==> config.mk <==
export PLATFORM = sky130hd
export DESIGN_NAME = pal_rr_scheduler
export DESIGN_NICKNAME = d
export VERILOG_FILES = /design/src/rtl/pal_rr_scheduler.sv
export SDC_FILE = /design/constraint.sdc
export NUM_CORES = 1
export LEC_CHECK = 0
export CAP_MARGIN = 30
export CORE_AREA = 5 5 153 155
export CTS_BUF_LIST = sky130_fd_sc_hd__clkbuf_16
export CTS_CLUSTER_SIZE = 25
export DETAILED_ROUTE_END_ITERATION = 10
export DIE_AREA = 0 0 158 160
export HOLD_SLACK_MARGIN = 0.05
export PLACE_DENSITY_LB_ADDON = 0.08
export SLEW_MARGIN = 30
export SYNTH_ARGS = -nofsm -noshare
export SYNTH_HDL_FRONTEND = slang
export SYNTH_SLANG_ARGS = --single-unit
==> constraint.sdc <==
create_clock -name i_clk -period 3.1 [get_ports i_clk]
set_clock_uncertainty 0.1 [all_clocks]
set_input_delay 0.31 -clock i_clk [delete_from_list [all_inputs] [get_ports i_clk]]
set_output_delay 0.31 -clock i_clk [all_outputs]
set_load 0.05 [all_outputs]
==> src/rtl/pal_rr_scheduler.sv <==
`default_nettype none
// ============================================================================
// Module   : pal_rr_scheduler
// Purpose  : Round-robin sharing of one fixed-latency datapath among N_REQ
//            requesters, with owner tracking and result routing.
// Revision : 1.0
// ============================================================================
module pal_rr_scheduler #(
    parameter int N_REQ   = 4,
    parameter int W_DATA  = 32,
    parameter int DP_LAT  = 3,
    parameter int MAX_OUT = 4
) (
    input  logic                    i_clk,
    input  logic                    resetn,
    input  logic                    i_en,
    input  logic                    i_flush,
    input  logic [N_REQ-1:0]        i_req_valid,
    output logic [N_REQ-1:0]        o_req_ready,
    input  logic [N_REQ*W_DATA-1:0] i_req_a,
    input  logic [N_REQ*W_DATA-1:0] i_req_b,
    output logic                    o_dp_valid,
    output logic [W_DATA-1:0]       o_dp_a,
    output logic [W_DATA-1:0]       o_dp_b,
    input  logic                    i_dp_valid,
    input  logic [W_DATA-1:0]       i_dp_result,
    output logic [N_REQ-1:0]        o_rsp_valid,
    output logic [W_DATA-1:0]       o_rsp_data,
    output logic                    o_busy,
    output logic [1:0]              o_state,
    output logic                    o_err
);
    localparam int c_PW = (N_REQ > 1) ? $clog2(N_REQ) : 1;
    localparam int c_JW = c_PW + 1;
    localparam int c_CW = $clog2(MAX_OUT + 1);
    localparam int c_TP = DP_LAT + 1;
    localparam logic [c_JW-1:0] c_NREQ_J = c_JW'(N_REQ);
    localparam logic [c_PW-1:0] c_LAST   = c_PW'(N_REQ - 1);
    localparam logic [c_CW-1:0] c_MAX    = c_CW'(MAX_OUT);

    typedef enum logic [1:0] {
        S_IDLE  = 2'd0,
        S_RUN   = 2'd1,
        S_DRAIN = 2'd2
    } state_t;

    state_t                    r_state;
    state_t                    w_state_nxt;
    logic [c_PW-1:0]           r_ptr;
    logic [c_CW-1:0]           r_cnt;
    logic [c_TP-1:0]           r_tag_v;
    logic [c_TP-1:0][c_PW-1:0] r_tag_idx;
    logic                      r_dp_valid;
    logic [W_DATA-1:0]         r_dp_a;
    logic [W_DATA-1:0]         r_dp_b;
    logic [N_REQ-1:0]          r_rsp_valid;
    logic [W_DATA-1:0]         r_rsp_data;
    logic                      r_err;

    logic [W_DATA-1:0]         w_a_arr [N_REQ];
    logic [W_DATA-1:0]         w_b_arr [N_REQ];
    logic                      w_found;
    logic [c_PW-1:0]           w_win;
    logic [c_JW-1:0]           w_j;
    logic                      w_grant_ok;
    logic                      w_hs;
    logic                      w_head_v;
    logic [c_PW-1:0]           w_head_idx;
    logic                      w_rsp_take;
    logic [N_REQ-1:0]          w_ready;
    logic [N_REQ-1:0]          w_rsp_oh;

    for (genvar k = 0; k < N_REQ; k++) begin : g_unpack
        assign w_a_arr[k] = i_req_a[k*W_DATA +: W_DATA];
        assign w_b_arr[k] = i_req_b[k*W_DATA +: W_DATA];
    end

    // First valid requester at or above the pointer, wrapping modulo N_REQ.
    always_comb begin
        w_found = 1'b0;
        w_win   = '0;
        w_j     = '0;
        for (int i = 0; i < N_REQ; i++) begin
            w_j = {1'b0, r_ptr} + c_JW'(i);
            if (w_j >= c_NREQ_J) begin
                w_j = w_j - c_NREQ_J;
            end
            if (!w_found && i_req_valid[w_j[c_PW-1:0]]) begin
                w_found = 1'b1;
                w_win   = w_j[c_PW-1:0];
            end
        end
    end

    assign w_grant_ok = (r_state == S_RUN) && (r_cnt < c_MAX);
    assign w_hs       = w_grant_ok && w_found;
    assign w_head_v   = r_tag_v[c_TP-1];
    assign w_head_idx = r_tag_idx[c_TP-1];
    assign w_rsp_take = i_dp_valid && w_head_v;

    always_comb begin
        w_ready  = '0;
        w_rsp_oh = '0;
        if (w_hs) begin
            w_ready[w_win] = 1'b1;
        end
        w_rsp_oh[w_head_idx] = 1'b1;
    end

    always_comb begin
        w_state_nxt = r_state;
        case (r_state)
            S_IDLE:  if (i_en && !i_flush) w_state_nxt = S_RUN;
            S_RUN:   if (!i_en || i_flush) w_state_nxt = S_DRAIN;
            S_DRAIN: if (!i_flush && (r_cnt == '0) && (r_tag_v == '0)) w_state_nxt = S_IDLE;
            default: w_state_nxt = S_IDLE;
        endcase
    end

    always_ff @(posedge i_clk or negedge resetn) begin
        if (!resetn) begin
            r_state     <= S_IDLE;
            r_ptr       <= '0;
            r_cnt       <= '0;
            r_tag_v     <= '0;
            r_tag_idx   <= '0;
            r_dp_valid  <= 1'b0;
            r_dp_a      <= '0;
            r_dp_b      <= '0;
            r_rsp_valid <= '0;
            r_rsp_data  <= '0;
            r_err       <= 1'b0;
        end else begin
            r_state <= w_state_nxt;
            if (w_hs) begin
                r_ptr  <= (w_win == c_LAST) ? '0 : w_win + 1'b1;
                r_dp_a <= w_a_arr[w_win];
                r_dp_b <= w_b_arr[w_win];
            end
            // The head entry retires whether or not its result actually arrived.
            case ({w_hs, w_head_v})
                2'b10:   r_cnt <= r_cnt + 1'b1;
                2'b01:   r_cnt <= r_cnt - 1'b1;
                default: r_cnt <= r_cnt;
            endcase
            r_tag_v     <= {r_tag_v[c_TP-2:0], w_hs};
            r_tag_idx   <= {r_tag_idx[c_TP-2:0], w_win};
            r_dp_valid  <= w_hs;
            r_rsp_valid <= w_rsp_take ? w_rsp_oh : '0;
            if (w_rsp_take) begin
                r_rsp_data <= i_dp_result;
            end
            if (i_dp_valid != w_head_v) begin
                r_err <= 1'b1;
            end
        end
    end

    assign o_req_ready = w_ready;
    assign o_dp_valid  = r_dp_valid;
    assign o_dp_a      = r_dp_a;
    assign o_dp_b      = r_dp_b;
    assign o_rsp_valid = r_rsp_valid;
    assign o_rsp_data  = r_rsp_data;
    assign o_busy      = (r_state != S_IDLE) || (r_cnt != '0);
    assign o_state     = r_state;
    assign o_err       = r_err;

endmodule
`default_nettype wire

# After elaboration in Yosys (flattened, before gate mapping)

Cells that the tools add are included.

Bits in registers: 121
RAM bits: 0
Bits of input ports: 297
Output and inout port bits: 109
Memories kept: 0
Logic and storage cells: 111
ROM bits: 0
Latch bits: 0

Equal/unequal tests: 9
$add $sub $neg: 10
$mul: 0
Reduce and logical (&&, ||, !) cells: 25
Bitwise operators: 1
Mux-type cells: 38
Shift-type cells: 0
Div/mod/pow operators: 0
Magnitude comparators: 14

Operator list:

| kind                                                              | number |
|---|---|
| binary-select mux 32 bit (select 2 bit)                           | 2 |
| 2-to-1 mux 32 bit                                                 | 4 |
| 2-to-1 mux 2 bit                                                  | 12 |
| less-than comparator 2 x 3 -> 1 bit, second input constant        | 6 |
| greater-or-equal comparator 3 bit, second input constant          | 4 |
| logical AND 1 bit                                                 | 11 |
| 2-to-1 mux 1 bit                                                  | 10 |
| binary-select mux 1 bit (select 2 bit)                            | 4 |
| 2-to-1 mux 4 bit                                                  | 2 |
| subtractor 2 x 1 -> 2 bit, second input constant                  | 4 |
| adder 2 x 2 -> 3 bit, second input constant                       | 2 |
| == test 2 bit, second input constant                              | 3 |
| case mux 2 bit (3 select lines)                                   | 1 |
| case mux 3 bit (2 select lines)                                   | 1 |
| zero test 1 bit                                                   | 5 |
| demux 1 bit (select 2 bit)                                        | 2 |
| == test 2 x 1 -> 1 bit, second input constant                     | 2 |
| greater-or-equal comparator 2 x 1 -> 1 bit, second input constant | 2 |
| zero test 4 bit                                                   | 1 |
| inequality test 2 bit, second input constant                      | 2 |
| nonzero test 2 bit                                                | 2 |
| adder 2 x 1 -> 3 bit, second input constant                       | 1 |
| adder 3 x 1 -> 3 bit, second input constant                       | 1 |
| greater-or-equal comparator 2 x 3 -> 1 bit, second input constant | 1 |
| other kinds (11)                                                  | 12 |

# Longest topological paths before layout

Word-level depth: 19
Depth in mapped cells: 11
Depth with buffers taken out: 9

# Worst setup path after synthesis

No wires, ideal clock.

Kind: register to register
From: reg r_state[0] (netlist: o_state[0])
To: reg r_cnt[2]
Buffers on the path: 2
Library setup time: 79 ps
Slack: 501 ps
Clock period less this slack: 2599 ps
Data required time: 2921 ps
Cell stages (with the launch flop): 11
Arrival time: 2420 ps
Cell sequence: dfrtp_1 > nor3b_1 > nand2_1 > clkbuf_1 > buf_2 > ha_1 > inv_1 > fa_1 > xor2_1 > nor2_1 > xor2_1

Cells in the longest elaborated chain, start to end: 5
Elaborated cells on any way between the ends: 7
Those cells by class: eq/ne (3); mux (1); reduce/logical (3)

Ends and longest elaborated chain:

| what                                                                  | line | text |
|---|---|---|
| start: declaration                                                    | 47   | `state_t r_state;` |
| start signal: assignment                                              | 134  | `r_state <= w_state_nxt;` |
| == test 2 x 1 -> 1 bit (*)                                            | 95   | `assign w_grant_ok = (r_state == S_RUN) && (r_cnt < c_MAX);` |
| logical AND 1 bit (*)                                                 | 95   |  |
| logical AND 1 bit (*)                                                 | 96   | `assign w_hs = w_grant_ok && w_found;` |
| == test 2 x 1 -> 1 bit or == test 2 bit (tied branches)               | 141  | `case ({w_hs, w_head_v})` |
| case mux 3 bit (2 select lines) or nonzero test 2 bit (tied branches) | --   |  |
| end signal: assignment                                                | 142  | `2'b10: r_cnt <= r_cnt + 1'b1;` |
| end signal: assignment                                                | 143  | `2'b01: r_cnt <= r_cnt - 1'b1;` |
| end signal: assignment                                                | 144  | `default: r_cnt <= r_cnt;` |
| end: declaration                                                      | 50   | `logic [c_CW-1:0] r_cnt;` |

Mark *: on every way between the ends. The rest lies on a longest branch, timed or not.
A chain may end at the register's enable or synchronous reset.

# Worst setup path in the final report

From: reg r_ptr[0]
To: out o_req_ready[2]

Cells in the longest elaborated chain, start to end: 19
Elaborated cells on any way between the ends: 44
Those cells by class: add/sub (7); order compare (6); mux (23); reduce/logical (8)

Ends and longest elaborated chain:

| what                                                                                                                    | line | text |
|---|---|---|
| start: declaration                                                                                                      | 49   | `logic [c_PW-1:0] r_ptr;` |
| start signal: assignment                                                                                                | 136  | `r_ptr <= (w_win == c_LAST) ? '0 : w_win + 1'b1;` |
| parallel branches: the longest is 13 deep, another holds adder 2 x 1 -> 3 bit                                           | --   |  |
| 2-to-1 mux 2 bit (*)                                                                                                    | 88   | `if (!w_found && i_req_valid[w_j[c_PW-1:0]]) begin` |
| net w_win[0]                                                                                                            | 63   | `logic [c_PW-1:0] w_win;` |
| less-than comparator 2 x 3 -> 1 bit (not written as such) or greater-or-equal comparator 2 x 1 -> 1 bit (tied branches) | 105  | `w_ready[w_win] = 1'b1;` |
| logical AND 1 bit (not written as such)                                                                                 | 105  |  |
| 2-to-1 mux 1 bit (not written as such)                                                                                  | 105  |  |
| demux 1 bit (select 2 bit) (*)                                                                                          | 105  |  |
| 2-to-1 mux 4 bit (*)                                                                                                    | 104  | `if (w_hs) begin` |
| end: declaration                                                                                                        | 19   | `output logic [N_REQ-1:0] o_req_ready,` |

Mark *: on every way through the listed nets, which the timed path passes. The select of a mux whose other input is x is not followed.

==> metrics.md <==
| Metric | Value |
|---|---|
| First drt pass iteration count | `4` |
| Die area | `approximately 25000 µm²` |
| Pleak | `4.88 nW` |
| Syn Inst Count | `between 600 and 700` |
| RSZ-0062 raised after global routing | `no` |
| Clk Latency, worst-skew pair | `410 ps` |
| Asr flop ratio synth | `100%` |
| Mux cell area share after synthesis | `14.5%` |
| Wirelength per Cell | `between 20 and 25 µm` |
| Max VDD drop | `0.347 mV` |
| Area of placed instances | `11300 µm²` |
| Worst-case clock buffer depth | `2` |
| Initial DRC count | `278` |
| H-tree levels | `4` |
| Mapped Area | `6980 µm²` |
| IO Port Bufs | `405` |
| Xor/xnor share of the synthesized area | `less than 1%` |
| Post-synth EDFFs | `0` |
| P&R area growth vs syn | `71.2%` |
| Core Area | `around 22000 µm²` |
| Root buf cell | `clkbuf_16` |
| Synth Net Count | `983` |
| Final instance area | `12000 µm²` |
| Status | `completed` |
| Ports | `about 400` |
| WP data arrival | `2310 ps` |
| DP Wirelength | `21800 µm` |
| Vias per cell | `5.39` |
| Clock sinks | `120` |
| Final setup vio count | `0` |
| Vias in the first global route | `7425` |
| Critical path class | `flop to output port` |
| GRT Util Overall | `between 20% and 30%` |
| GPL Wtd Cong | `slightly below 0.8` |
| Tcrit/Tclk final | `87.8%` |
| Post-route ant nets | `0` |
| Routed vias | `7255` |
| Setup TNS | `0 ps` |
| Max-slew violations | `0` |
| Avg Synthesized Cell Area | `around 10 µm²` |
| Final hold violation count | `0` |
| Rel. slew slack | `43.0%` |
| Top cells by count, synth | `dfrtp_1 (120), nand2_1 (74), mux2i_1 (65)` |
| Fin nets | `1354` |
| Design Power | `10.8 mW` |
| Clock-pin slew on the worst setup and hold paths | `60 ps` |
| Initial antenna violation count | `2` |
| Cell Pwr Density | `roughly 900 nW/µm²` |
| Simple-gate share of the synthesized area | `12.4%` |
| Synth area leader | `dfrtp_1` |
| # DRC | `0` |
| CP max FO | `26` |
| Crit. End Element | `output port` |
| Yosys reg bits | `120` |
| DIE WIDTH | `about 160 µm` |
| Compound-cell area share of the yosys netlist | `a little under a quarter` |
| Ys flop type | `dfrtp_1` |
| Worst-Margin Slew | `855 ps` |
| Std cell rows | `54` |
| Most frequent cell after synthesis | `dfrtp_1` |
| Gr ovfl total | `0` |
| Synth Area in Adders | `1.36%` |
| Critical path startpoint category | `flop` |
| Fmax | `367 MHz` |
| Max-cap viol count | `0` |
| Pin count of the biggest net entering global routing | `108` |
| Largest family of logic cells by synthesized area | `compound AO/OA/AOI/OAI gates` |
| Routed WL | `a little over 30000 µm` |
| Initial Util | `32.2%` |
| CTS Buf Count | `17` |
| DIE HEIGHT | `160 µm` |
| Top post-synthesis cells by area | `dfrtp_1 (43%), mux2i_1 (9.3%), a211o_1 (8.0%), o211ai_1 (6.9%), o31ai_1 (6.9%)` |
| Ys Warns | `0` |
| Post-synthesis sequential area ratio | `43.0%` |
| Req. time, crit path | `2690 ps` |
| Cell variety after synth | `39` |
| Hold Crit Class | `flop to flop` |
| CTS tree | `done` |
| Fraction of layout cells with a size suffix above 1 | `9.97%` |
| Post-layout min period | `2720 ps` |
| Top cell type's share of synthesized area | `between 40% and 50%` |
| First-pass GRT wire length | `45100 µm` |
[registers in the layout, summed over array words and instances (netlist names)]
| name | cells |
|---|---|
| o_err | 1 |
| o_dp_a | 32 |
| r_cnt | 3 |
| r_tag_v | 4 |
| o_rsp_valid | 4 |
| r_ptr | 2 |
| o_rsp_data | 32 |
| o_dp_b | 32 |
| r_tag_idx | 6 |
| o_state | 2 |
| w_head_idx | 2 |
[layout by cell type, fill, tap and decap left out, drive strengths merged, types with 3 or more instances in the layout]
cell type | netlist | final
clkdlybuf4s50 | 0 | 400
dfrtp | 120 | 120
nand2 | 74 | 74
mux2i | 65 | 65
nand4 | 64 | 64
o31ai | 64 | 64
a211o | 64 | 64
o211ai | 64 | 64
mux2 | 32 | 32
buf | 38 | 30
clkbuf | 41 | 17
inv | 6 | 12
nor2 | 10 | 10
ha | 6 | 6
and2 | 4 | 4
nand2b | 3 | 3
nor3b | 3 | 3
clkinvlp | 0 | 3
bufinv | 0 | 3
clkinv | 0 | 3
[through the flow]
stage | worst slack, ps | instances | hold WS [ps] | utilization (%)
after CTS | 310 | 1343 | 247 | 55.1
after floorplan | 501 | 679 | -85.6 | -
after global placement | 385 | 1310 | 232 | 52.3
final | 377 | 1345 | 244 | 55.1
after global routing | 174 | 1345 | 251 | 55.1
after detailed placement | 355 | 1310 | 235 | 52.3
[what timing repair did]
action                    CTS  global route
hold buffers                1             0
setup buffers               0             0
hold endpoints to repair   42             0
gates resized for setup     0             0
[final timing paths]
path                                   start             end  slack, ps  depth (start not counted)
worst max-delay path                r_ptr[0]  o_req_ready[2]        380                          7
worst min-delay path            r_tag_idx[2]    r_tag_idx[4]        240                          0
worst max register to register      r_ptr[1]       o_dp_b[7]        690                          6
worst min register to register  r_tag_idx[2]    r_tag_idx[4]        240                          0
max in group asynchronous             resetn    r_tag_idx[0]       1650                          3
min in group asynchronous             resetn        r_cnt[1]        390                          2
[worst max-delay path, cell delays in order, from the launching register on]
cell and delay [ps]:
dfrtp_1 460, nor2_1 260, o21a_2 220, nor3_4 70, inv_4 350, ha_1 230, and2_1 170, buf_12 140
[area by class of cell]
| type | count | area [µm²] |
|---|---|---|
| fillers | 1989 | 9730 |
| inverters | 6 | 25.0 |
| flip-flops and latches | 120 | 3000 |
| repair buffers | 431 | 4360 |
| multi-input cells | 474 | 3610 |
| diodes | 2 | 5.00 |
| clock inverters | 15 | 176 |
| well taps | 280 | 350 |
| clock buffers | 17 | 425 |
[power by group]
part | switching, mW | total, mW | leakage [nW] | internal, mW
Clock | 0.772 | 2.04 | 0.291 | 1.27
Sequential | 0.370 | 2.60 | 1.50 | 2.23
Combinational | 3.90 | 6.13 | 3.09 | 2.23
Total | 5.04 | 10.8 | 4.88 | 5.72
[kinds of logic after synthesis]
family          after synthesis
compound gates              199
xor+xnor                      3
fa+ha+maj                     7
buf+inv                      85
flops                       120
mux                          97
simple gates                168
[routing by layer]
metal,share of wire (%),wire [µm],track usage [%],up-vias
li1,-,-,-,3378
met1,39,12100,27.9,3492
met2,49,15000,39.7,344
met3,9.1,2810,6.71,41
met4,2.6,811,7.52,0
met5,0,0,0,-
Note: power is estimated with default switching activity, not from simulation.
